--- src/rtl/cpu_regs_pkg.sv ---
// Shared MIPS register-file constants, also used by the register-destination select.
package cpu_regs_pkg;

  localparam int                   REG_IDX_W    = 5;
  localparam logic [REG_IDX_W-1:0] REG_ZERO     = 5'd0;
  localparam logic [REG_IDX_W-1:0] REG_SP       = 5'd29;
  localparam logic [REG_IDX_W-1:0] REG_RA       = 5'd31;
  localparam logic [31:0]          SP_RESET_VAL = 32'd227;

  // The destination select hands over a full word; only the low bits may be set.
  function automatic logic dest_in_range(input logic [31:0] dest);
    return dest[31:REG_IDX_W] == '0;
  endfunction

endpackage

--- src/rtl/reg_bank_wb_rdport.sv ---
// One combinational read port: $zero forcing plus optional write-through data.
module reg_bank_wb_rdport
  import cpu_regs_pkg::*;
(
  input  logic [REG_IDX_W-1:0] rd_idx,
  input  logic [31:0]          arr_word,
  input  logic                 byp_hit,
  input  logic [31:0]          byp_data,
  output logic [31:0]          rd_data
);

  always_comb begin
    rd_data = arr_word;
    if (byp_hit) begin
      rd_data = byp_data;
    end else if (rd_idx == REG_ZERO) begin
      rd_data = '0;
    end
  end

endmodule

--- src/rtl/reg_bank_wb.sv ---
// 32x32 MIPS register bank with two async read ports and one checked write port.
// Define REG_BANK_WB_BYPASS_EN for same-cycle write-through on the read ports.
module reg_bank_wb
  import cpu_regs_pkg::*;
#(
  parameter logic [31:0] SP_RESET = SP_RESET_VAL,
  parameter int          NUM_REGS = 32
) (
  input  logic                 clk,
  input  logic                 reset,
  input  logic                 reg_write,
  input  logic [REG_IDX_W-1:0] read_reg1,
  input  logic [REG_IDX_W-1:0] read_reg2,
  input  logic [31:0]          write_reg,
  input  logic [31:0]          write_data,
  output logic [31:0]          read_data1,
  output logic [31:0]          read_data2,
  output logic                 wr_addr_err,
  output logic [REG_IDX_W-1:0] last_wr_reg
);

  logic [31:0]          regs_q [NUM_REGS];
  logic [31:0]          regs_d [NUM_REGS];
  logic                 wr_addr_err_q, wr_addr_err_d;
  logic [REG_IDX_W-1:0] last_wr_reg_q, last_wr_reg_d;

  logic [REG_IDX_W-1:0] wr_idx;
  logic                 wr_in_range;
  logic                 wr_commit;
  logic                 byp_hit1, byp_hit2;

  assign wr_idx      = write_reg[REG_IDX_W-1:0];
  assign wr_in_range = dest_in_range(write_reg);
  assign wr_commit   = reg_write && wr_in_range && (wr_idx != REG_ZERO);

  always_comb begin
    regs_d        = regs_q;
    wr_addr_err_d = wr_addr_err_q;
    last_wr_reg_d = last_wr_reg_q;
    if (reg_write) begin
      if (!wr_in_range) begin
        wr_addr_err_d = 1'b1;
      end else begin
        // A $zero write still updates last_wr_reg (to 0) but never the array.
        last_wr_reg_d = wr_idx;
        if (wr_commit) begin
          regs_d[wr_idx] = write_data;
        end
      end
    end
  end

  always_ff @(posedge clk or posedge reset) begin
    if (reset) begin
      for (int i = 0; i < NUM_REGS; i++) begin
        regs_q[i] <= (REG_IDX_W'(i) == REG_SP) ? SP_RESET : '0;
      end
      wr_addr_err_q <= 1'b0;
      last_wr_reg_q <= REG_ZERO;
    end else begin
      regs_q        <= regs_d;
      wr_addr_err_q <= wr_addr_err_d;
      last_wr_reg_q <= last_wr_reg_d;
    end
  end

`ifdef REG_BANK_WB_BYPASS_EN
  assign byp_hit1 = wr_commit && (read_reg1 == wr_idx);
  assign byp_hit2 = wr_commit && (read_reg2 == wr_idx);
`else
  assign byp_hit1 = 1'b0;
  assign byp_hit2 = 1'b0;
`endif

  reg_bank_wb_rdport u_rdport1 (
    .rd_idx   (read_reg1),
    .arr_word (regs_q[read_reg1]),
    .byp_hit  (byp_hit1),
    .byp_data (write_data),
    .rd_data  (read_data1)
  );

  reg_bank_wb_rdport u_rdport2 (
    .rd_idx   (read_reg2),
    .arr_word (regs_q[read_reg2]),
    .byp_hit  (byp_hit2),
    .byp_data (write_data),
    .rd_data  (read_data2)
  );

  assign wr_addr_err = wr_addr_err_q;
  assign last_wr_reg = last_wr_reg_q;

endmodule
--- config.mk ---
export PLATFORM = sky130hd
export DESIGN_NAME = reg_bank_wb
export DESIGN_NICKNAME = d
export VERILOG_FILES = /design/src/rtl/cpu_regs_pkg.sv /design/src/rtl/reg_bank_wb_rdport.sv /design/src/rtl/reg_bank_wb.sv
export SDC_FILE = /design/constraint.sdc
export NUM_CORES = 2
export LEC_CHECK = 0
export ABC_CLOCK_PERIOD_IN_PS = 36400
export CAP_MARGIN = 20
export CELL_PAD_IN_SITES_DETAIL_PLACEMENT = 1
export CELL_PAD_IN_SITES_GLOBAL_PLACEMENT = 2
export CORE_AREA = 2 2 364 366
export CTS_CLUSTER_DIAMETER = 60
export CTS_CLUSTER_SIZE = 25
export DETAILED_ROUTE_END_ITERATION = 8
export DIE_AREA = 0 0 366 368
export HOLD_SLACK_MARGIN = 0.12
export PLACE_DENSITY_LB_ADDON = 0.2
export SYNTH_ARGS = -nofsm -noshare
export SYNTH_HDL_FRONTEND = slang
export SYNTH_SLANG_ARGS = --single-unit
--- constraint.sdc ---
create_clock -name clk -period 36.4 [get_ports clk]
set_input_delay 7.28 -clock clk [delete_from_list [all_inputs] [get_ports clk]]
set_output_delay 7.28 -clock clk [all_outputs]
set_load 0.02 [all_outputs]
# Word-level counts from Yosys, hierarchy flattened
# Index checks and enable logic that the tools add are counted.
# op_classes
magnitude_cmp	4
n_bitwise	4
reduce_logical	10
n_mux	11
# op_table
cell	count
bitwise mux 1024 bit	1
binary-select mux 32 bit (select 5 bit)	2
2-to-1 mux 32 bit	7
demux 32 bit (select 5 bit)	1
zero test 27 bit	1
greater-or-equal comparator 6 bit, second input constant	3
NOT 5 -> 6 bit	3
zero test 5 bit	2
less-than comparator 6 x 1 -> 1 bit, second input constant	1
nonzero test 5 bit	1
AND reduction 2 bit	2
logical AND 1 bit	3
AND reduction 3 bit	1
NOT 1 bit	1
# word_totals
in_bits	77
reg_bits	1030

# Longest topological paths before layout
# depth
word_depth	6
ltp_mapped	8
mapped_depth_nobuf	4

# Cells and area by module
# From an unflattened synthesis, not the netlist that was laid out.
# hier_totals
hier_cells	3834
hier_area_um2	56510.4
# by_module_without_submodules
mod	instances	seq_area_each_um2	area_per_inst_um2	cells_each
reg_bank_wb	1	25781.0	55311.8	3682
reg_bank_wb_rdport	2	0.0	599.3	76

# Least setup slack after synthesis
# Ideal clock, no wire load.
# synth_timing
path_kind	input to output
start	input port read_reg2[1]
end	output port read_data2[19]
n_path_buf	5
path_stages	7
arrival_time_ns	9.246
path_slack_ns	19.874
required_time_ns	29.120
cell_sequence	clkbuf_1 > buf_2 > buf_2 > buf_2 > clkbuf_1 > a22oi_1 > a221oi_1
# synth_via
elab_chain_cells	5
word_cells_on_any_way	6
# synth_rtl
item	line	text
start: declaration	reg_bank_wb.sv:13	input logic [REG_IDX_W-1:0] read_reg2,
NOT 5 -> 6 bit (not written as such)	reg_bank_wb.sv:85	.arr_word (regs_q[read_reg2]),
binary-select mux 32 bit (select 5 bit)	reg_bank_wb.sv:85	
2-to-1 mux 32 bit (not written as such) (2 in series)	reg_bank_wb.sv:85	
2-to-1 mux 32 bit (*)	reg_bank_wb_rdport.sv:16	end else if (rd_idx == REG_ZERO) begin
end: declaration	reg_bank_wb.sv:17	output logic [31:0] read_data2,
# Every way passes the cells marked *; elsewhere a longest branch is shown, timed or not. The select of a mux whose other input is x is not followed.

# Worst setup path after layout
# layout_timing
start	input port read_reg1[0]
end	output port read_data1[20]
# layout_via
elab_chain_cells	5
word_cells_on_any_way	6
# layout_rtl
item	line	text
start: declaration	reg_bank_wb.sv:12	input logic [REG_IDX_W-1:0] read_reg1,
NOT 5 -> 6 bit (not written as such)	reg_bank_wb.sv:77	.arr_word (regs_q[read_reg1]),
binary-select mux 32 bit (select 5 bit)	reg_bank_wb.sv:77	
2-to-1 mux 32 bit (not written as such) (2 in series)	reg_bank_wb.sv:77	
2-to-1 mux 32 bit (*)	reg_bank_wb_rdport.sv:16	
end: declaration	reg_bank_wb.sv:16	output logic [31:0] read_data1,
# Marks and branches as above.

==> results.cfg <==
[timing]
fin_skew_ps = 0
grt_setup_unrepaired = false
fin_crit_sh_pct = 52.6
max_freq_ghz = 0.0522
max_slew_vio_count = 0
setup_slack_after_layout_ps = 17250
setup_tns_ps = 0
timing.final.setup_violations = 0
final_hold_viol_count = 0
timing.final.crit_period_ps = 19150
tightest_slew_ps = 1230
slew-limit-headroom_pct = 17.9

[clock_tree]
number_of_buffers_inserted_during_clock_tree_synthesis = 116
clk_path_buf_depth = 3
cts_tree = yes
cts.sinks = 1017
cts.htree.levels = 3
cts_root_buffer = sky130_fd_sc_hd__clkbuf_16
post-cts-setup-buffer-count = 0
cts.reportedPaths.clkPinSlew_ps = 70
worstSkewPairLatency_ps = 720
holdBufCountCts = 0
cts.repair.resized = 0

[final_layout]
proportion_of_layout_cells_with_a_drive_suffix_above_1_pct = 48.1
filler_cell_count = 12470
largest_reg_flops = 1011
post_layout_instance_count_excluding_filler_cells = 5355
synthToLayoutAreaGrowth_pct = 13.7
final_common_cell = sky130_fd_sc_hd__dfrtp_1
mostFrequentLayoutCells = sky130_fd_sc_hd__dfrtp_1, sky130_fd_sc_hd__mux2_2, sky130_fd_sc_hd__mux4_2, sky130_fd_sc_hd__mux2_1, sky130_fd_sc_hd__clkdlybuf4s50_1
number_of_nets_in_the_layout = 3568

[place]
numPortBuffers = 146
place_ws_ps = 17240
place.detailed.instances = 5103
place_hpwl_um = 114000
globalplace.congestion = 0.815

[synthesis]
synth.yosys.seq_area_share_pct = 46.7
dominantRegCellSynth = sky130_fd_sc_hd__dfrtp_1
async_flop_share_pct = 100
synth_fp_nets = 3586
synth-edff-count = 0
netlist-cell-type-count = 36
synthesis.area_per_instance_sq_um = 15.5
syn_inst = 3509
synth.yosys.warnings = 0
synth_seq_cells = 1017
mappedNetlistArea_sq_mm = 0.0545

[routing]
met3WireLength_um = 13400
routed_wl_met2_um = 91100
drt-initial-drc-count = 2990
drtPass1Iterations = 5
total_routed_wirelength_um = 192000
drt-vias-per-instance = 6.49
final_antenna_net_count = 0
remaining_drc_errors = 0
route.layer.met1.wl_um = 79200
drt-wirelength-per-cell_um = 35.9
vias = 34735
highest-signal-layer = met5

[floorplan]
initial_core_util_pct = 41.6
die_y_um = 368
dieArea_sq_mm = 0.135
placement_rows = 133
design.portCount = 147
core_box_area_sq_mm = 0.131
die_w_um = 366

[power]
power_density_mw_per_mm2 = 41.7
max-vdd-ir-drop_mv = 0.0366
cellLeakagePower_nw = 28.1

[worst_hold_path]
min_delay_worst_endpoint = regs_q[1014]$_DFFE_PP0P_
min-delay-start = regs_q[1014]$_DFFE_PP0P_
worst_hold_path_type = reg -> reg
timing.hold.worst_path_depth = 0

[worst_setup_path]
critical_path_startpoint_category = input port
timing.critical_path.to_type = output pin
worstReg2RegEnd = last_wr_reg[3]$_DFFE_PP0P_
ff2ff_setup_slack_ps = 35470
cpPeakStageDelay_ps = 890
critical_path.most_common_cell = sky130_fd_sc_hd__buf_4
largest_fanout_on_the_critical_path = 63
worstPathCellList = buf_8, buf_4, buf_4, nor2b_2, buf_4, a221o_1, o21ai_0, a221oi_1, clkdlybuf4s50_1
r2r-start = last_wr_reg[3]$_DFFE_PP0P_
worst_path_max_delay_cell = sky130_fd_sc_hd__a221oi_1
timing.critical_path.required_ps = 29120
timing.setup.critical_path_class = in -> out
cp.arrival_ps = 11870
r2r_cells = 1

[global_route]
grt_util_all_layers_pct = 28.7
grt_start_max_net_pins = 174
overflow = 0
grt_pass1_vias = 38172
antenna_found_initial = 20
grt_first_pass_wirelength_um = 280000

[flow_run]
max_cap_viol_count = 0

[outcome]
run_status = completed
-- final cells by class --
class | count | area (sq um) | area share [%]
Antenna cell | 7 | 17.5 | 0.0283
Clock buffer | 131 | 3070 | 4.96
Clock inverter | 89 | 1080 | 1.75
Inverter | 4 | 22.5 | 0.0364
Multi-Input combinational cell | 2080 | 27100 | 43.8
Sequential cell | 1017 | 25500 | 41.1
Tap cell | 1755 | 2200 | 3.55
Timing Repair Buffer | 272 | 2950 | 4.76
-- worst max-delay path by stage --
stage | slack [ps] | endpoint | from
3_3_place_gp | 17250 | read_data2[21] | read_reg2[0]
4_1_cts | 17230 | read_data2[21] | read_reg2[0]
3_5_place_dp | 17240 | read_data2[21] | read_reg2[0]
6_report | 17250 | read_data1[20] | read_reg1[0]
5_1_grt | 16930 | read_data2[21] | read_reg2[0]
2_1_floorplan | 510 | last_wr_reg[0]$_DFFE_PP0P_ | reset
-- cell usage after synthesis, drive strengths merged (3+ instances only) --
| cell | instances | area share, % |
|---|---|---|
| a221oi | 60 | 0.96 |
| mux2i | 130 | 2.4 |
| a221o | 36 | 0.66 |
| o2111ai | 4 | 0.064 |
| and3 | 4 | 0.046 |
| nor4 | 39 | 1.3 |
| nand2 | 134 | 0.92 |
| o21ai | 39 | 0.36 |
| nor2 | 10 | 0.069 |
| o2111a | 58 | 1.2 |
| a22oi | 26 | 0.36 |
| buf | 200 | 2.2 |
| clkbuf | 208 | 1.4 |
| nand3 | 3 | 0.028 |
| inv | 4 | 0.028 |
| dfrtp | 1012 | 46 |
| nand3b | 5 | 0.069 |
| dfstp | 5 | 0.24 |
| mux2 | 1037 | 21 |
| nor2b | 6 | 0.069 |
| o211ai | 4 | 0.055 |
| mux4 | 472 | 20 |
-- worst max-delay path: cells and delay by family --
kind                   cells  cell delay, ps
buffers and inverters      5            2530
AND/OR/NAND/NOR            1             700
AO/OA/AOI/OAI              3            1190
-- through the flow --
stage | hold slack (ps) | power (W) | instance area (sq um) | utilization, %
floorplan | 425 | 0.00126 | 54500 | -
global placement | 360 | 0.00133 | 57000 | 43.6
detailed placement | 363 | 0.00134 | 57200 | 43.7
CTS | 378 | 0.00260 | 61300 | 46.9
global route | 387 | 0.00266 | 61900 | 47.3
finish | 379 | 0.00258 | 61900 | 47.3
-- logic make-up after synthesis --
kind of cell,count (synthesis),share of synthesized area [%]
compound gates,231,3.72
buf+inv,412,3.65
flops,1017,46.7
mux,1639,43.3
simple gates,210,2.56
-- metal layers --
| layer | global-route usage [%] | vias up |
|---|---|---|
| met4 | 10.7 | 16 |
| met2 | 46.1 | 1332 |
| met5 | 0 | - |
| met3 | 5.92 | 381 |
| li1 | - | 13648 |
| met1 | 38.5 | 19358 |
-- where the power goes --
group	leakage (nW)	total (W)	internal (W)	switching, W
logic	11.9	0.000192	0.0000588	0.000133
registers	14.2	0.00113	0.00113	0.00000000000827
clock network	2.00	0.00126	0.000702	0.000558
total	28.1	0.00258	0.00189	0.000692
Note: power is estimated with default switching activity, not from simulation.
